==> config.mk <==
export PLATFORM = sky130hd
export DESIGN_NAME = operand_mux_arbiter
export DESIGN_NICKNAME = d
export VERILOG_FILES = /design/src/rtl/arb_pkg.sv /design/src/rtl/tag_pipe.sv /design/src/rtl/operand_mux_arbiter.sv
export SDC_FILE = /design/constraint.sdc
export NUM_CORES = 1
export LEC_CHECK = 0
export BUFFER_PORTS_ARGS = -buffer_cell sky130_fd_sc_hd__buf_2
export CAP_MARGIN = 40
export CORE_MARGIN = 4
export CORE_UTILIZATION = 30
export CTS_CLUSTER_DIAMETER = 30
export DETAILED_ROUTE_END_ITERATION = 8
export PLACE_DENSITY = 0.49
export SYNTH_ARGS = -nofsm -noshare
export SYNTH_HDL_FRONTEND = slang
export SYNTH_SLANG_ARGS = --single-unit
==> constraint.sdc <==
create_clock -name clk -period 2.5 [get_ports clk]
set_input_delay 0.125 -clock clk [delete_from_list [all_inputs] [get_ports clk]]
set_output_delay 0.125 -clock clk [all_outputs]
set_load 0.01 [all_outputs]
==> src/rtl/arb_pkg.sv <==
// arb_pkg: shared FSM state type and constant helpers for operand_mux_arbiter.
package arb_pkg;

    typedef enum logic [1:0] {
        IDLE  = 2'd0,
        RUN   = 2'd1,
        DRAIN = 2'd2
    } state_t;

    function automatic int clog2(input int v);
        int r;
        r = 0;
        while ((1 << r) < v) r++;
        return r;
    endfunction

endpackage

==> src/rtl/tag_pipe.sv <==
// tag_pipe: fixed-depth shift pipeline carrying a valid bit and a requester tag.
module tag_pipe #(
    parameter int Depth = 4,
    parameter int TagW  = 2
) (
    input  logic            clk,
    input  logic            rst_n,
    input  logic            i_valid,
    input  logic [TagW-1:0] i_tag,
    output logic            o_valid,
    output logic [TagW-1:0] o_tag
);
    logic [Depth-1:0] r_valid;
    logic [TagW-1:0]  r_tag [Depth];

    always_ff @(posedge clk or negedge rst_n) begin
        if (!rst_n) begin
            r_valid <= '0;
            for (int i = 0; i < Depth; i++) r_tag[i] <= '0;
        end else begin
            r_valid[0] <= i_valid;
            r_tag[0]   <= i_tag;
            for (int i = 1; i < Depth; i++) begin
                r_valid[i] <= r_valid[i-1];
                r_tag[i]   <= r_tag[i-1];
            end
        end
    end

    assign o_valid = r_valid[Depth-1];
    assign o_tag   = r_tag[Depth-1];

endmodule

==> src/rtl/operand_mux_arbiter.sv <==
// operand_mux_arbiter: round-robin issue onto a shared pipelined operator with done tracking.
// Define ARB_DONE_REG_EN to register done one extra stage (latency OpLatency+1).
module operand_mux_arbiter
    import arb_pkg::*;
#(
    parameter int NumReq    = 4,
    parameter int OpLatency = 4,
    parameter int SelWidth  = clog2(NumReq)
) (
    input  logic                clk,
    input  logic                rst_n,
    input  logic [NumReq-1:0]   req,
    output logic [NumReq-1:0]   grant,
    output logic [SelWidth-1:0] sel,
    output logic                op_valid,
    output logic [NumReq-1:0]   done,
    input  logic                drain,
    output logic                drained
);
`ifdef ARB_DONE_REG_EN
    localparam int MaxFlight = OpLatency + 1;
`else
    localparam int MaxFlight = OpLatency;
`endif
    localparam int CntW = clog2(MaxFlight + 1);
    localparam logic [NumReq-1:0] One = {{(NumReq-1){1'b0}}, 1'b1};

    state_t              r_state, w_state_nxt;
    logic [SelWidth-1:0] r_ptr, r_sel, w_idx, w_cand;
    logic [CntW-1:0]     r_cnt, w_cnt_nxt;
    logic                w_found, w_issue_en, w_pipe_valid;
    logic [SelWidth-1:0] w_pipe_tag;
    logic [NumReq-1:0]   w_done;

    // First requester strictly after the last grantee, wrapping around
    always_comb begin
        w_found = 1'b0;
        w_idx   = r_ptr;
        w_cand  = r_ptr;
        for (int i = 1; i <= NumReq; i++) begin
            w_cand = SelWidth'((int'(r_ptr) + i) % NumReq);
            if (!w_found && req[w_cand]) begin
                w_found = 1'b1;
                w_idx   = w_cand;
            end
        end
    end

    assign w_issue_en = rst_n && (r_state != DRAIN) && !drain;
    assign grant      = (w_issue_en && w_found) ? One << w_idx : '0;
    assign op_valid   = |grant;
    assign sel        = op_valid ? w_idx : r_sel;
    assign drained    = (r_state == IDLE) && (r_cnt == '0);

    tag_pipe #(.Depth(OpLatency), .TagW(SelWidth)) u_tag_pipe (
        .clk     (clk),
        .rst_n   (rst_n),
        .i_valid (op_valid),
        .i_tag   (w_idx),
        .o_valid (w_pipe_valid),
        .o_tag   (w_pipe_tag)
    );

    assign w_done = w_pipe_valid ? One << w_pipe_tag : '0;

`ifdef ARB_DONE_REG_EN
    logic [NumReq-1:0] r_done;

    always_ff @(posedge clk or negedge rst_n) begin
        if (!rst_n) r_done <= '0;
        else        r_done <= w_done;
    end

    assign done = r_done;
`else
    assign done = w_done;
`endif

    assign w_cnt_nxt = r_cnt + CntW'(op_valid) - CntW'(|done);

    // Idle checks use the post-update count so drained rises right after the last done
    always_comb begin
        w_state_nxt = r_state;
        case (r_state)
            IDLE:    w_state_nxt = (|req && !drain) ? RUN : IDLE;
            RUN:     w_state_nxt = drain ? DRAIN : ((req == '0 && w_cnt_nxt == '0) ? IDLE : RUN);
            DRAIN:   w_state_nxt = (w_cnt_nxt == '0 && !drain) ? IDLE : DRAIN;
            default: w_state_nxt = IDLE;
        endcase
    end

    always_ff @(posedge clk or negedge rst_n) begin
        if (!rst_n) begin
            r_state <= IDLE;
            r_ptr   <= SelWidth'(NumReq - 1);
            r_sel   <= '0;
            r_cnt   <= '0;
        end else begin
            r_state <= w_state_nxt;
            r_cnt   <= w_cnt_nxt;
            if (op_valid) begin
                r_ptr <= w_idx;
                r_sel <= w_idx;
            end
        end
    end

endmodule

==> results of run 1 <==
[cell families (layout without fill, tap and decap cells)]
family,Yosys count,after routing
AOI/OAI and AO/OA,12,12
xor gates and xnor gates,1,1
adders and majority gates,3,3
buffers and inverters,6,29
DFF,21,21
muxes,3,3
and+or+nand+nor,26,26
[sequential cells by signal, indices dropped and copies added (netlist names)]
signal and flops:
r_sel 2, r_ptr 2, r_state 2, u_tag_pipe.o_tag 2, r_cnt 3, u_tag_pipe.r_tag 6, u_tag_pipe.r_valid 4
[worst max-delay path, cell delays in order]
cell,delay (ns)
sky130_fd_sc_hd__dlygate4sd3_1,0.52
sky130_fd_sc_hd__buf_2,0.11
sky130_fd_sc_hd__nor2b_2,0.24
sky130_fd_sc_hd__nand3_4,0.12
sky130_fd_sc_hd__inv_4,0.12
sky130_fd_sc_hd__ha_1,0.15
sky130_fd_sc_hd__inv_1,0.05
sky130_fd_sc_hd__fa_1,0.36
sky130_fd_sc_hd__xor3_1,0.22
sky130_fd_sc_hd__o311ai_0,0.33
sky130_fd_sc_hd__nand2_1,0.08
[layout make-up]
type / count / area (sq um) / area share
multi-input combinational: 45 / 370 / 0.339
timing repair buffer: 20 / 108 / 0.0985
clock buffer: 4 / 26.3 / 0.0241
inverter: 5 / 21.3 / 0.0195
sequential: 21 / 528 / 0.483
tap: 31 / 38.8 / 0.0355
[layout by cell type, fill, tap and decap left out, types with 2 or more instances in the layout]
cell and n:
sky130_fd_sc_hd__dfrtp_1 19, sky130_fd_sc_hd__buf_2 18, sky130_fd_sc_hd__nand2_1 7, sky130_fd_sc_hd__nor2_1 4, sky130_fd_sc_hd__inv_1 4, sky130_fd_sc_hd__a31oi_1 4
sky130_fd_sc_hd__clkbuf_4 3, sky130_fd_sc_hd__nor4_1 2, sky130_fd_sc_hd__mux2_4 2, sky130_fd_sc_hd__ha_1 2, sky130_fd_sc_hd__dfstp_2 2
[routing by layer]
layer | global-route usage | vias up | routed length, um
li1 | - | 310 | -
met1 | 0.114 | 296 | 747
met2 | 0.129 | 25 | 679
met3 | 0.0355 | 2 | 132
met4 | 0.0323 | 0 | 21
met5 | 0 | - | 0
[worst max-delay path by stage]
stage | start | end | slack, ns | depth (start not counted)
final | rst_n | r_state[0]$_DFF_PN0_ | 0.26 | 11
after CTS | rst_n | r_state[0]$_DFF_PN0_ | 0.13 | 11
after global placement | req[1] | r_state[0]$_DFF_PN0_ | 0.32 | 10
after floorplan | r_state[1]$_DFF_PN0_ | r_state[0]$_DFF_PN0_ | 0.49 | 9
after global routing | rst_n | r_state[0]$_DFF_PN0_ | 0.11 | 11
after detailed placement | req[1] | r_state[0]$_DFF_PN0_ | 0.32 | 10
[power breakdown]
group          internal, W  leakage [nW]  switching (W)
sequential        0.000497         0.248      0.0000930
clock            0.0000621        0.0150      0.0000935
combinational     0.000206         0.277       0.000213
[timing repair]
item	4_1_cts	5_1_grt
buffers inserted	0	0
resized for setup	0	1
setup endpoints to repair	0	1
hold endpoints to repair	19	0
hold buffers	1	0
[through the flow]
step | worst slack (ns) | hold WS, ns | cells | util | power [W]
floorplan | 0.491 | -0.171 | 72 | - | 0.000892
global placement | 0.322 | 0.137 | 121 | 0.369 | 0.00102
detailed placement | 0.323 | 0.128 | 121 | 0.369 | 0.00102
CTS | 0.129 | 0.0998 | 126 | 0.382 | 0.00118
global route | 0.106 | 0.101 | 126 | 0.383 | 0.00127
finish | 0.259 | 0.118 | 126 | 0.383 | 0.00117
==> impl_metrics.sql, run 1 <==
INSERT INTO impl_metrics (metric_group, metric, value, unit) VALUES
('yosys', 'synth_top_area_cell', 'sky130_fd_sc_hd__dfrtp_1', ''),
('yosys', 'postSynth.asyncResetShare', '1.00', ''),
('yosys', 'yosys.cell_types.count', '35', ''),
('yosys', 'synth.ff_latch_count', '21', ''),
('final_layout', 'area.growth.synth_to_final', '18.6', '%'),
('critical_path', 'regToRegStartpoint', 'r_state[1]$_DFF_PN0_', ''),
('yosys', 'synth.area.mux_share', '0.0435', ''),
('floorplanning', 'num_ports', '19', ''),
('place', 'dp_hpwl', '1210', 'um'),
('yosys', 'syn-instance-count', '72', ''),
('place', 'placement.cell_area', '0.00105', 'sq mm'),
('worst_hold_path', 'hold_path.class', 'primary input to flop', ''),
('grt', 'grt_first_pass_wirelength', '2770', 'um'),
('grt', 'globalRouteTotalUtil', '0.0872', ''),
('place', 'place.gp.congestion', '0.743', ''),
('floorplanning', 'fp.coreArea', '0.00285', 'sq mm'),
('yosys', 'synth_adder_area_share', '0.0489', ''),
('power', 'power.leakage', '0.540', 'nW'),
('final_layout', 'final_area', '0.00109', 'sq mm'),
('yosys', 'number_of_nets_produced_by_synthesis', '82', ''),
('drt', 'wl', '1580', 'um'),
('critical_path', 'arrival', '2.42', 'ns'),
('sta', 'fin_tns_setup', '0', 'ns'),
('yosys', 'synth_edf_count', '0', ''),
('sta', 'final.setup_skew', '0.00452', 'ns'),
('sta', 'grt_setup_unrepaired', 'false', ''),
('critical_path', 'critPathRequiredTime', '2.68', 'ns'),
('sta', 'final_period_minus_worst_setup_slack', '2.24', 'ns'),
('place', 'port_buffers', '18', ''),
('worst_hold_path', 'hold_path_end', 'r_state[1]$_DFF_PN0_', ''),
('yosys', 'synthSimpleGateAreaFrac', '0.175', ''),
('sta', 'actual_slew_at_the_worst_max_slew_pin', '0.443', 'ns'),
('clock_tree', 'clockRootBuffer', 'sky130_fd_sc_hd__clkbuf_4', ''),
('final_layout', 'fillers', '289', ''),
('sta', 'final_max_slew_viol_count', '0', ''),
('clock_tree', 'tritoncts', 'yes', ''),
('grt', 'antenna_violations_before_repair', '0', ''),
('critical_path', 'worstSetupStartpointType', 'primary input', ''),
('drt', 'route.detailed.vias_per_inst', '5.02', ''),
('drt', 'wl_per_cell', '12.5', 'um'),
('critical_path', 'timing.rr.end', 'r_state[0]$_DFF_PN0_', ''),
('critical_path', 'worst-setup-path-type', 'primary input to flop', ''),
('clock_tree', 'worst_setup_hold_path_clk_slew', '0.11', 'ns'),
('floorplanning', 'start_util', '0.323', ''),
('clock_tree', 'cts_max_path_buffers', '2', ''),
('clock_tree', 'tritoncts_buffers', '3', ''),
('floorplanning', 'die_height', '63.4', 'um'),
('grt', 'globalRoute.totalOverflow', '0', ''),
('power', 'irDropWorstVdd', '0.000414', 'V'),
('final_layout', 'antenna_cells_inserted', '0', ''),
('drt', 'detail_route.first_pass.iterations', '4', ''),
('run_status', 'status', 'complete, no violations', ''),
('sta', 'worst_slew_margin_rel', '0.705', ''),
('yosys', 'sequential_element_share_of_the_synthesized_area', '0.573', ''),
('grt', 'grt_pass1_vias', '608', ''),
('sta', 'finalHoldViolations', '0', ''),
('yosys', 'synth_top_area_frac', '0.516', ''),
('clock_tree', 'htree_num_levels', '1', ''),
('job', 'max_cap_violations', '0', ''),
('yosys', 'synth_top_flop_cell', 'sky130_fd_sc_hd__dfrtp_1', ''),
('yosys', 'synthesis.yosys.warnings', '0', ''),
('yosys', 'mappedNetlistArea', '921', 'sq um'),
('sta', 'share_of_the_clock_period_used_by_the_worst_path', '0.896', ''),
('yosys', 'synth-compound-area-share', '0.106', ''),
('worst_hold_path', 'min_from', 'drain', ''),
('critical_path', 'ff2ff_setup_slack', '0.31', 'ns'),
('critical_path', 'r2r.worst_path.cells', '9', ''),
('critical_path', 'timing.critical_path.fanout_max', '9', ''),
('yosys', 'synthesis.area_per_instance', '12.8', 'sq um'),
('drt', 'detailedRoute.firstIterationViolations', '14', ''),
('sta', 'setup_viol_count_final', '0', '');
Note: power is estimated with default switching activity, not from simulation.
==> inputs of run 2 (changes only) <==
--- a/config.mk
+++ b/config.mk
@@ -7,11 +7,12 @@
 export LEC_CHECK = 0
 export BUFFER_PORTS_ARGS = -buffer_cell sky130_fd_sc_hd__buf_2
 export CAP_MARGIN = 40
-export CORE_MARGIN = 4
+export CORE_MARGIN = 3
 export CORE_UTILIZATION = 30
 export CTS_CLUSTER_DIAMETER = 30
 export DETAILED_ROUTE_END_ITERATION = 8
 export PLACE_DENSITY = 0.49
+export RECOVER_POWER = 50
 export SYNTH_ARGS = -nofsm -noshare
 export SYNTH_HDL_FRONTEND = slang
 export SYNTH_SLANG_ARGS = --single-unit
==> run 2 against run 1 <==
First-iteration DRC count rose by 57%; setup slack got worse by 0.11 ns; fmax fell by 4.7%; power rose by 1.2%; register-to-register slack barely moved; critical path type unchanged; global-route usage rose by 1.1 points; combinational power rose by 3%; sequential share of layout area rose by 0.28 points; critical path depth did not move; count of clock-buffer cells in the layout did not move; final cell count did not move; via count fell by 0.79%.
==> impl_metrics.sql, run 2 (same netlist as run 1, synthesis figures left out) <==
INSERT INTO impl_metrics (metric_group, metric, value, unit) VALUES
('clock_tree', 'cts.sink_count', '21', ''),
('sta', 'finalHoldViolations', '0', ''),
('final_layout', 'final_cell_mix', '19 x sky130_fd_sc_hd__dfrtp_1, 18 x sky130_fd_sc_hd__buf_2, 7 x sky130_fd_sc_hd__nand2_1', ''),
('drt', 'routed-via-count', '628', ''),
('place', 'dp.cells', '121', ''),
('place', 'dp_hpwl', '1210', 'um'),
('worst_hold_path', 'min_from', 'drain', ''),
('worst_hold_path', 'worstHoldPathCells', '3', ''),
('grt', 'globalRoute.totalOverflow', '0', ''),
('sta', 'final_critical_path_setup_slack', '0.149', 'ns'),
('critical_path', 'worstSetupStartpointType', 'primary input', ''),
('place', 'detailedPlace.worstSlack', '0.317', 'ns'),
('critical_path', 'timing.critical_path.fanout_max', '9', ''),
('final_layout', 'largest_register', 'u_tag_pipe.r_tag', ''),
('drt', 'detail_route.first_pass.iterations', '4', ''),
('sta', 'setup_viol_count_final', '0', ''),
('sta', 'worst_slew_margin_rel', '0.296', ''),
('sta', 'share_of_the_clock_period_used_by_the_worst_path', '0.940', ''),
('clock_tree', 'tritoncts_buffers', '3', ''),
('grt', 'grt_max_degree', '22', ''),
('drt', 'drt_drc_violations_left', '0', ''),
('critical_path', 'worst-setup-path-type', 'primary input to flop', ''),
('floorplanning', 'die_height', '61.4', 'um'),
('power', 'comb_power_share', '0.368', ''),
('critical_path', 'arrival', '2.53', 'ns'),
('clock_tree', 'tritoncts', 'yes', ''),
('power', 'pwr_density_cell', '1090', 'mW/mm^2'),
('clock_tree', 'worst_setup_hold_path_clk_slew', '0.11', 'ns'),
('place', 'port_buffers', '18', ''),
('drt', 'wl', '1640', 'um'),
('final_layout', 'nets', '106', ''),
('floorplanning', 'fp.coreArea', '0.00283', 'sq mm'),
('critical_path', 'regToRegStartpoint', 'r_state[1]$_DFF_PN0_', ''),
('clock_tree', 'cts_max_path_buffers', '2', ''),
('grt', 'antenna_violations_before_repair', '0', ''),
('sta', 'final_max_slew_viol_count', '0', ''),
('drt', 'drt.antenna.violating_nets', '0', ''),
('final_layout', 'antenna_cells_inserted', '0', ''),
('sta', 'final_period_minus_worst_setup_slack', '2.35', 'ns'),
('power', 'irDropWorstVdd', '0.000365', 'V'),
('job', 'max_cap_violations', '0', ''),
('grt', 'globalRouteTotalUtil', '0.0980', ''),
('final_layout', 'area.growth.synth_to_final', '17.9', '%'),
('floorplanning', 'start_util', '0.326', ''),
('grt', 'grt_pass1_vias', '622', ''),
('sta', 'actual_slew_at_the_worst_max_slew_pin', '1.06', 'ns'),
('power', 'seqPwrFrac', '0.500', ''),
('clock_tree', 'worst_skew_pair.late_latency', '0.29', 'ns'),
('power', 'p_switching', '0.000413', 'W'),
('worst_hold_path', 'hold_path.class', 'primary input to flop', ''),
('floorplanning', 'die-width', '61.4', 'um'),
('worst_hold_path', 'hold_path_end', 'r_state[1]$_DFF_PN0_', ''),
('floorplanning', 'num_ports', '19', ''),
('final_layout', 'final-instance-count-excl-fill', '126', ''),
('sta', 'max_clock_freq', '425', 'MHz'),
('power', 'clock_power_share', '0.132', ''),
('floorplanning', 'dieArea', '0.00377', 'sq mm'),
('final_layout', 'share_of_final_layout_standard_cells_stronger_than_drive_strength_1', '0.326', ''),
('power', 'cellInternalPower', '0.000766', 'W'),
('critical_path', 'r2r.worst_path.cells', '9', ''),
('clock_tree', 'post_cts_resize_count', '0', ''),
('drt', 'wl_per_cell', '13.0', 'um'),
('floorplanning', 'placement_rows', '19', ''),
('drt', 'route.detailed.vias_per_inst', '4.98', ''),
('final_layout', 'layout_top_registers', 'u_tag_pipe.r_tag (6), u_tag_pipe.r_valid (4), r_cnt (3)', ''),
('final_layout', 'largest_register_ffs', '6', ''),
('sta', 'fin_tns_setup', '0', 'ns'),
('critical_path', 'ff2ff_setup_slack', '0.30', 'ns'),
('final_layout', 'post-route-util', '0.384', ''),
('clock_tree', 'clockRootBuffer', 'sky130_fd_sc_hd__clkbuf_4', ''),
('drt', 'detailedRoute.firstIterationViolations', '22', ''),
('clock_tree', 'htree_num_levels', '1', ''),
('critical_path', 'critPathRequiredTime', '2.68', 'ns'),
('sta', 'final.setup_skew', '0.00510', 'ns'),
('sta', 'grt_setup_unrepaired', 'false', ''),
('power', 'power.leakage', '0.536', 'nW'),
('critical_path', 'setup.worst_path.end_class', 'flop', ''),
('power', 'swShare', '0.350', ''),
('place', 'place.gp.congestion', '0.731', ''),
('run_status', 'status', 'complete, no violations', ''),
('final_layout', 'mostFrequentLayoutCell', 'sky130_fd_sc_hd__dfrtp_1', ''),
('critical_path', 'timing.rr.end', 'r_state[0]$_DFF_PN0_', ''),
('grt', 'grt_first_pass_wirelength', '2730', 'um');
run 2: cell types whose count changed in the layout (fill, tap and decap cells not counted), sizes merged:
cell and delta:
clkbuf +1, buf -1
run 2: worst max path at each step:
stage                          from                   end  slack [ns]  depth (start not counted)
2_1_floorplan  r_state[1]$_DFF_PN0_  r_state[0]$_DFF_PN0_        0.49                          9
3_3_place_gp                 req[1]  r_state[0]$_DFF_PN0_        0.32                         10
3_5_place_dp                 req[1]  r_state[0]$_DFF_PN0_        0.32                         10
4_1_cts                       rst_n  r_state[0]$_DFF_PN0_        0.17                         11
5_1_grt                       rst_n  r_state[1]$_DFF_PN0_        0.08                         11
6_report                      rst_n  r_state[0]$_DFF_PN0_        0.15                         11
run 2: area by class of cell:
cell class / instances / area, sq um
clock buffer: 4 / 26.3
inverter: 5 / 21.3
timing repair buffer: 20 / 104
sequential: 21 / 528
fill: 280 / 1740
multi-input combinational: 45 / 368
tap: 31 / 38.8
run 2: critical path, cell delays in order:
cell                            delay [ns]
sky130_fd_sc_hd__dlygate4sd3_1        0.53
sky130_fd_sc_hd__buf_2                0.11
sky130_fd_sc_hd__nor2b_1              0.30
sky130_fd_sc_hd__nand3_4              0.14
sky130_fd_sc_hd__inv_4                0.13
sky130_fd_sc_hd__ha_1                 0.16
sky130_fd_sc_hd__inv_1                0.05
sky130_fd_sc_hd__fa_1                 0.36
sky130_fd_sc_hd__xor3_1               0.24
sky130_fd_sc_hd__o311ai_0             0.29
sky130_fd_sc_hd__nand2_1              0.09
run 2: stage by stage:
step	power [W]	hold slack [ns]	cell area, sq um
floorplan	0.000892	-0.171	921
global placement	0.00102	0.131	1050
detailed placement	0.00103	0.124	1050
CTS	0.00119	0.108	1090
global route	0.00127	0.110	1090
finish	0.00118	0.122	1090
run 2: timing repair:
action | CTS | global route
hold buffers | 1 | 0
endpoints found under the hold margin | 19 | 0
buffers inserted | 0 | 0
run 2: power by group through the flow:
| stage | Clock (W) | Sequential, W | Combinational (W) |
|---|---|---|---|
| 6_report | 0.000156 | 0.000590 | 0.000434 |
| 3_5_place_dp | 0 | 0.000599 | 0.000428 |
| 3_3_place_gp | 0 | 0.000594 | 0.000421 |
| 5_1_grt | 0.000182 | 0.000608 | 0.000478 |
| 2_1_floorplan | 0 | 0.000558 | 0.000333 |
| 4_1_cts | 0.000167 | 0.000592 | 0.000432 |
run 2: metal layers:
metal	GRT usage	wire, um	up-vias
met2	0.150	753	19
li1	-	-	305
met3	0.0377	104	2
met4	0.0364	19	0
met5	0	0	-
met1	0.127	764	302
==> inputs of run 3 (changes only) <==
--- a/config.mk
+++ b/config.mk
@@ -5,13 +5,13 @@
 export SDC_FILE = /design/constraint.sdc
 export NUM_CORES = 1
 export LEC_CHECK = 0
-export BUFFER_PORTS_ARGS = -buffer_cell sky130_fd_sc_hd__buf_2
+export BUFFER_PORTS_ARGS = -buffer_cell sky130_fd_sc_hd__buf_4
 export CAP_MARGIN = 40
 export CORE_MARGIN = 3
-export CORE_UTILIZATION = 30
+export CORE_UTILIZATION = 51
 export CTS_CLUSTER_DIAMETER = 30
 export DETAILED_ROUTE_END_ITERATION = 8
-export PLACE_DENSITY = 0.49
+export PLACE_DENSITY = 0.75
 export RECOVER_POWER = 50
 export SYNTH_ARGS = -nofsm -noshare
 export SYNTH_HDL_FRONTEND = slang
==> run 3 against run 2 <==
Clock skew decreased by 0.00090 ns; sequential cell count unchanged; via count increased by 1.1%; design area increased by 3.5%; largest power group unchanged; sequential power about the same; power increased by 1.2%; clock power about the same; core utilization increased by 32 points; setup slack improved by 0.0013 ns; fmax about the same; hold slack got worse by 0.025 ns; non-clock buffer count unchanged.
==> impl_metrics.sql, run 3 (same netlist as run 1, synthesis figures left out) <==
INSERT INTO impl_metrics (metric_group, metric, value, unit) VALUES
('run_status', 'status', 'complete, no violations', ''),
('floorplanning', 'die_height', '48.5', 'um'),
('clock_tree', 'cts_max_path_buffers', '2', ''),
('final_layout', 'post-route-util', '0.705', ''),
('grt', 'antenna_violations_before_repair', '0', ''),
('floorplanning', 'num_ports', '19', ''),
('place', 'dp_hpwl', '1160', 'um'),
('final_layout', 'area.growth.synth_to_final', '22.0', '%'),
('sta', 'fin_tns_setup', '0', 'ns'),
('clock_tree', 'htree_num_levels', '1', ''),
('floorplanning', 'placement_rows', '14', ''),
('sta', 'final_max_slew_viol_count', '0', ''),
('drt', 'wl_per_cell', '12.6', 'um'),
('sta', 'setup_viol_count_final', '0', ''),
('power', 'power.leakage', '0.545', 'nW'),
('power', 'total_power', '0.00119', 'W'),
('clock_tree', 'postCtsSetupBuffers', '0', ''),
('power', 'seqPwrFrac', '0.495', ''),
('final_layout', 'final-instance-count-excl-fill', '119', ''),
('sta', 'grt_setup_unrepaired', 'false', ''),
('job', 'max_cap_violations', '0', ''),
('power', 'swShare', '0.340', ''),
('critical_path', 'worstPathCellList', 'dlygate4sd3_1 -> clkbuf_4 -> nor2b_1 -> nand3_4 -> inv_4 -> ha_1 -> inv_1 -> fa_1 -> xor3_1 -> o311ai_0 -> nand2_1', ''),
('drt', 'drt_drc_violations_left', '0', ''),
('power', 'comb_power_share', '0.375', ''),
('final_layout', 'largest_register_ffs', '6', ''),
('floorplanning', 'fp.coreArea', '0.00159', 'sq mm'),
('sta', 'actual_slew_at_the_worst_max_slew_pin', '1.05', 'ns'),
('grt', 'grt_pass1_vias', '625', ''),
('clock_tree', 'worst_setup_hold_path_clk_slew', '0.11', 'ns'),
('drt', 'dr_wl_met3', '70', 'um'),
('sta', 'share_of_the_clock_period_used_by_the_worst_path', '0.940', ''),
('critical_path', 'ff2ff_setup_slack', '0.32', 'ns'),
('place', 'dp.cells', '114', ''),
('drt', 'dr.max_layer_used', 'met4', ''),
('final_layout', 'layout_top_registers', 'u_tag_pipe.r_tag (6), u_tag_pipe.r_valid (4), r_cnt (3)', ''),
('sta', 'worst_slew_margin_rel', '0.302', ''),
('critical_path', 'path_delay_family', 'buffers and inverters', ''),
('grt', 'globalRouteTotalUtil', '0.157', ''),
('sta', 'final.setup_skew', '0.00421', 'ns'),
('final_layout', 'nets', '106', ''),
('final_layout', 'share_of_final_layout_standard_cells_stronger_than_drive_strength_1', '0.337', ''),
('grt', 'grt_first_pass_wirelength', '2710', 'um'),
('power', 'irDropWorstVdd', '0.000569', 'V'),
('drt', 'drt.antenna.violating_nets', '0', ''),
('grt', 'globalRoute.totalOverflow', '0', ''),
('critical_path', 'cp.buffers_inverters', '4', ''),
('clock_tree', 'clockRootBuffer', 'sky130_fd_sc_hd__clkbuf_4', ''),
('worst_hold_path', 'hold_path.class', 'primary input to flop', ''),
('drt', 'met1_length', '625', 'um'),
('critical_path', 'timing.critical_path.fanout_max', '9', ''),
('critical_path', 'max_stage_delay', '0.52', 'ns'),
('final_layout', 'largest_register', 'u_tag_pipe.r_tag', ''),
('floorplanning', 'die-width', '48.5', 'um'),
('floorplanning', 'start_util', '0.578', ''),
('critical_path', 'slowest_stage', 'sky130_fd_sc_hd__dlygate4sd3_1', ''),
('critical_path', 'critPathRequiredTime', '2.68', 'ns'),
('drt', 'route.detailed.vias_per_inst', '5.34', ''),
('final_layout', 'antenna_cells_inserted', '0', ''),
('clock_tree', 'tritoncts', 'yes', ''),
('floorplanning', 'dieArea', '0.00235', 'sq mm'),
('final_layout', 'final_cell_mix', '19 x sky130_fd_sc_hd__dfrtp_1, 17 x sky130_fd_sc_hd__buf_4, 7 x sky130_fd_sc_hd__nand2_1', ''),
('drt', 'routed-via-count', '635', ''),
('sta', 'final_period_minus_worst_setup_slack', '2.35', 'ns'),
('clock_tree', 'tritoncts_buffers', '3', ''),
('power', 'pwr_density_cell', '1060', 'mW/mm^2'),
('critical_path', 'setup.worst_path.end_class', 'flop', ''),
('power', 'clock_power_share', '0.131', ''),
('critical_path', 'worst-setup-path-type', 'primary input to flop', ''),
('place', 'place.gp.congestion', '0.727', ''),
('power', 'cellInternalPower', '0.000788', 'W'),
('grt', 'grt_max_degree', '22', ''),
('clock_tree', 'cts.sink_count', '21', ''),
('sta', 'max_clock_freq', '426', 'MHz'),
('power', 'p_switching', '0.000405', 'W'),
('drt', 'wl', '1500', 'um'),
('drt', 'detail_route.first_pass.iterations', '3', ''),
('critical_path', 'arrival', '2.53', 'ns'),
('drt', 'detailroute.wirelength.met2', '744', 'um'),
('sta', 'finalHoldViolations', '0', ''),
('critical_path', 'worstSetupStartpointType', 'primary input', ''),
('place', 'port_buffers', '18', ''),
('drt', 'detailedRoute.firstIterationViolations', '2', ''),
('clock_tree', 'worst_skew_pair.late_latency', '0.30', 'ns'),
('final_layout', 'mostFrequentLayoutCell', 'sky130_fd_sc_hd__dfrtp_1', '');
-- run 3: cell types whose count changed in the layout (fill, tap and decap cells not counted), sizes merged --
cell,change
clkinv,+1
buf,-1
-- run 3: final cells by class --
type	count	area [sq um]
inverters	5	21.3
repair buffers	20	149
fillers	120	470
clock buffers	3	22.5
multi-input cells	45	368
well taps	24	30.0
clock inverters	1	5.00
flip-flops and latches	21	528
-- run 3: path summary, 6_finish.rpt --
path                                                from                       endpoint  cells after the start
max                                                rst_n           r_state[0]$_DFF_PN0_                     11
min                                                drain           r_state[0]$_DFF_PN0_                      4
max reg2reg                         r_state[1]$_DFF_PN0_           r_state[0]$_DFF_PN0_                      9
min reg2reg                u_tag_pipe.r_tag[6]$_DFF_PN0_  u_tag_pipe.r_tag[4]$_DFF_PN0_                      0
max in group asynchronous                          rst_n  u_tag_pipe.r_tag[2]$_DFF_PN0_                      3
min in group asynchronous                          rst_n             r_sel[0]$_DFF_PN0_                      3
-- run 3: power by group through the flow --
stage	clock [W]	sequential (W)	combinational [W]
3_3_place_gp	0	0.000593	0.000436
4_1_cts	0.000162	0.000593	0.000453
2_1_floorplan	0	0.000558	0.000333
3_5_place_dp	0	0.000600	0.000451
5_1_grt	0.000183	0.000611	0.000502
6_report	0.000156	0.000590	0.000447
-- run 3: metrics by stage --
stage                     cell area [sq um]  worst slack (ns)  hold WS [ns]
final                                  1120             0.151        0.0968
after global routing                   1120            0.0195         0.102
after CTS                              1130             0.173        0.0932
after detailed placement               1090             0.300         0.106
after global placement                 1090             0.346         0.104
after floorplan                         921             0.491        -0.171
-- run 3: worst reg2reg max path, stage by stage (launching register included) --
cell	delay, ns
sky130_fd_sc_hd__dfrtp_1	0.42
sky130_fd_sc_hd__or2b_2	0.23
sky130_fd_sc_hd__nand3_4	0.10
sky130_fd_sc_hd__inv_4	0.13
sky130_fd_sc_hd__ha_1	0.16
sky130_fd_sc_hd__inv_1	0.05
sky130_fd_sc_hd__fa_1	0.36
sky130_fd_sc_hd__xor3_1	0.23
sky130_fd_sc_hd__o311ai_0	0.29
sky130_fd_sc_hd__nand2_1	0.09
-- run 3: timing repair --
item / CTS / global route
hold buffers: 1 / 0
endpoints found under the hold margin: 19 / 0
gates resized for setup: 0 / 0
-- run 3: metal layers --
layer | vias up | track usage
met5 | - | 0
met4 | 0 | 0.142
met3 | 5 | 0.0337
met2 | 18 | 0.255
met1 | 305 | 0.172
li1 | 307 | -
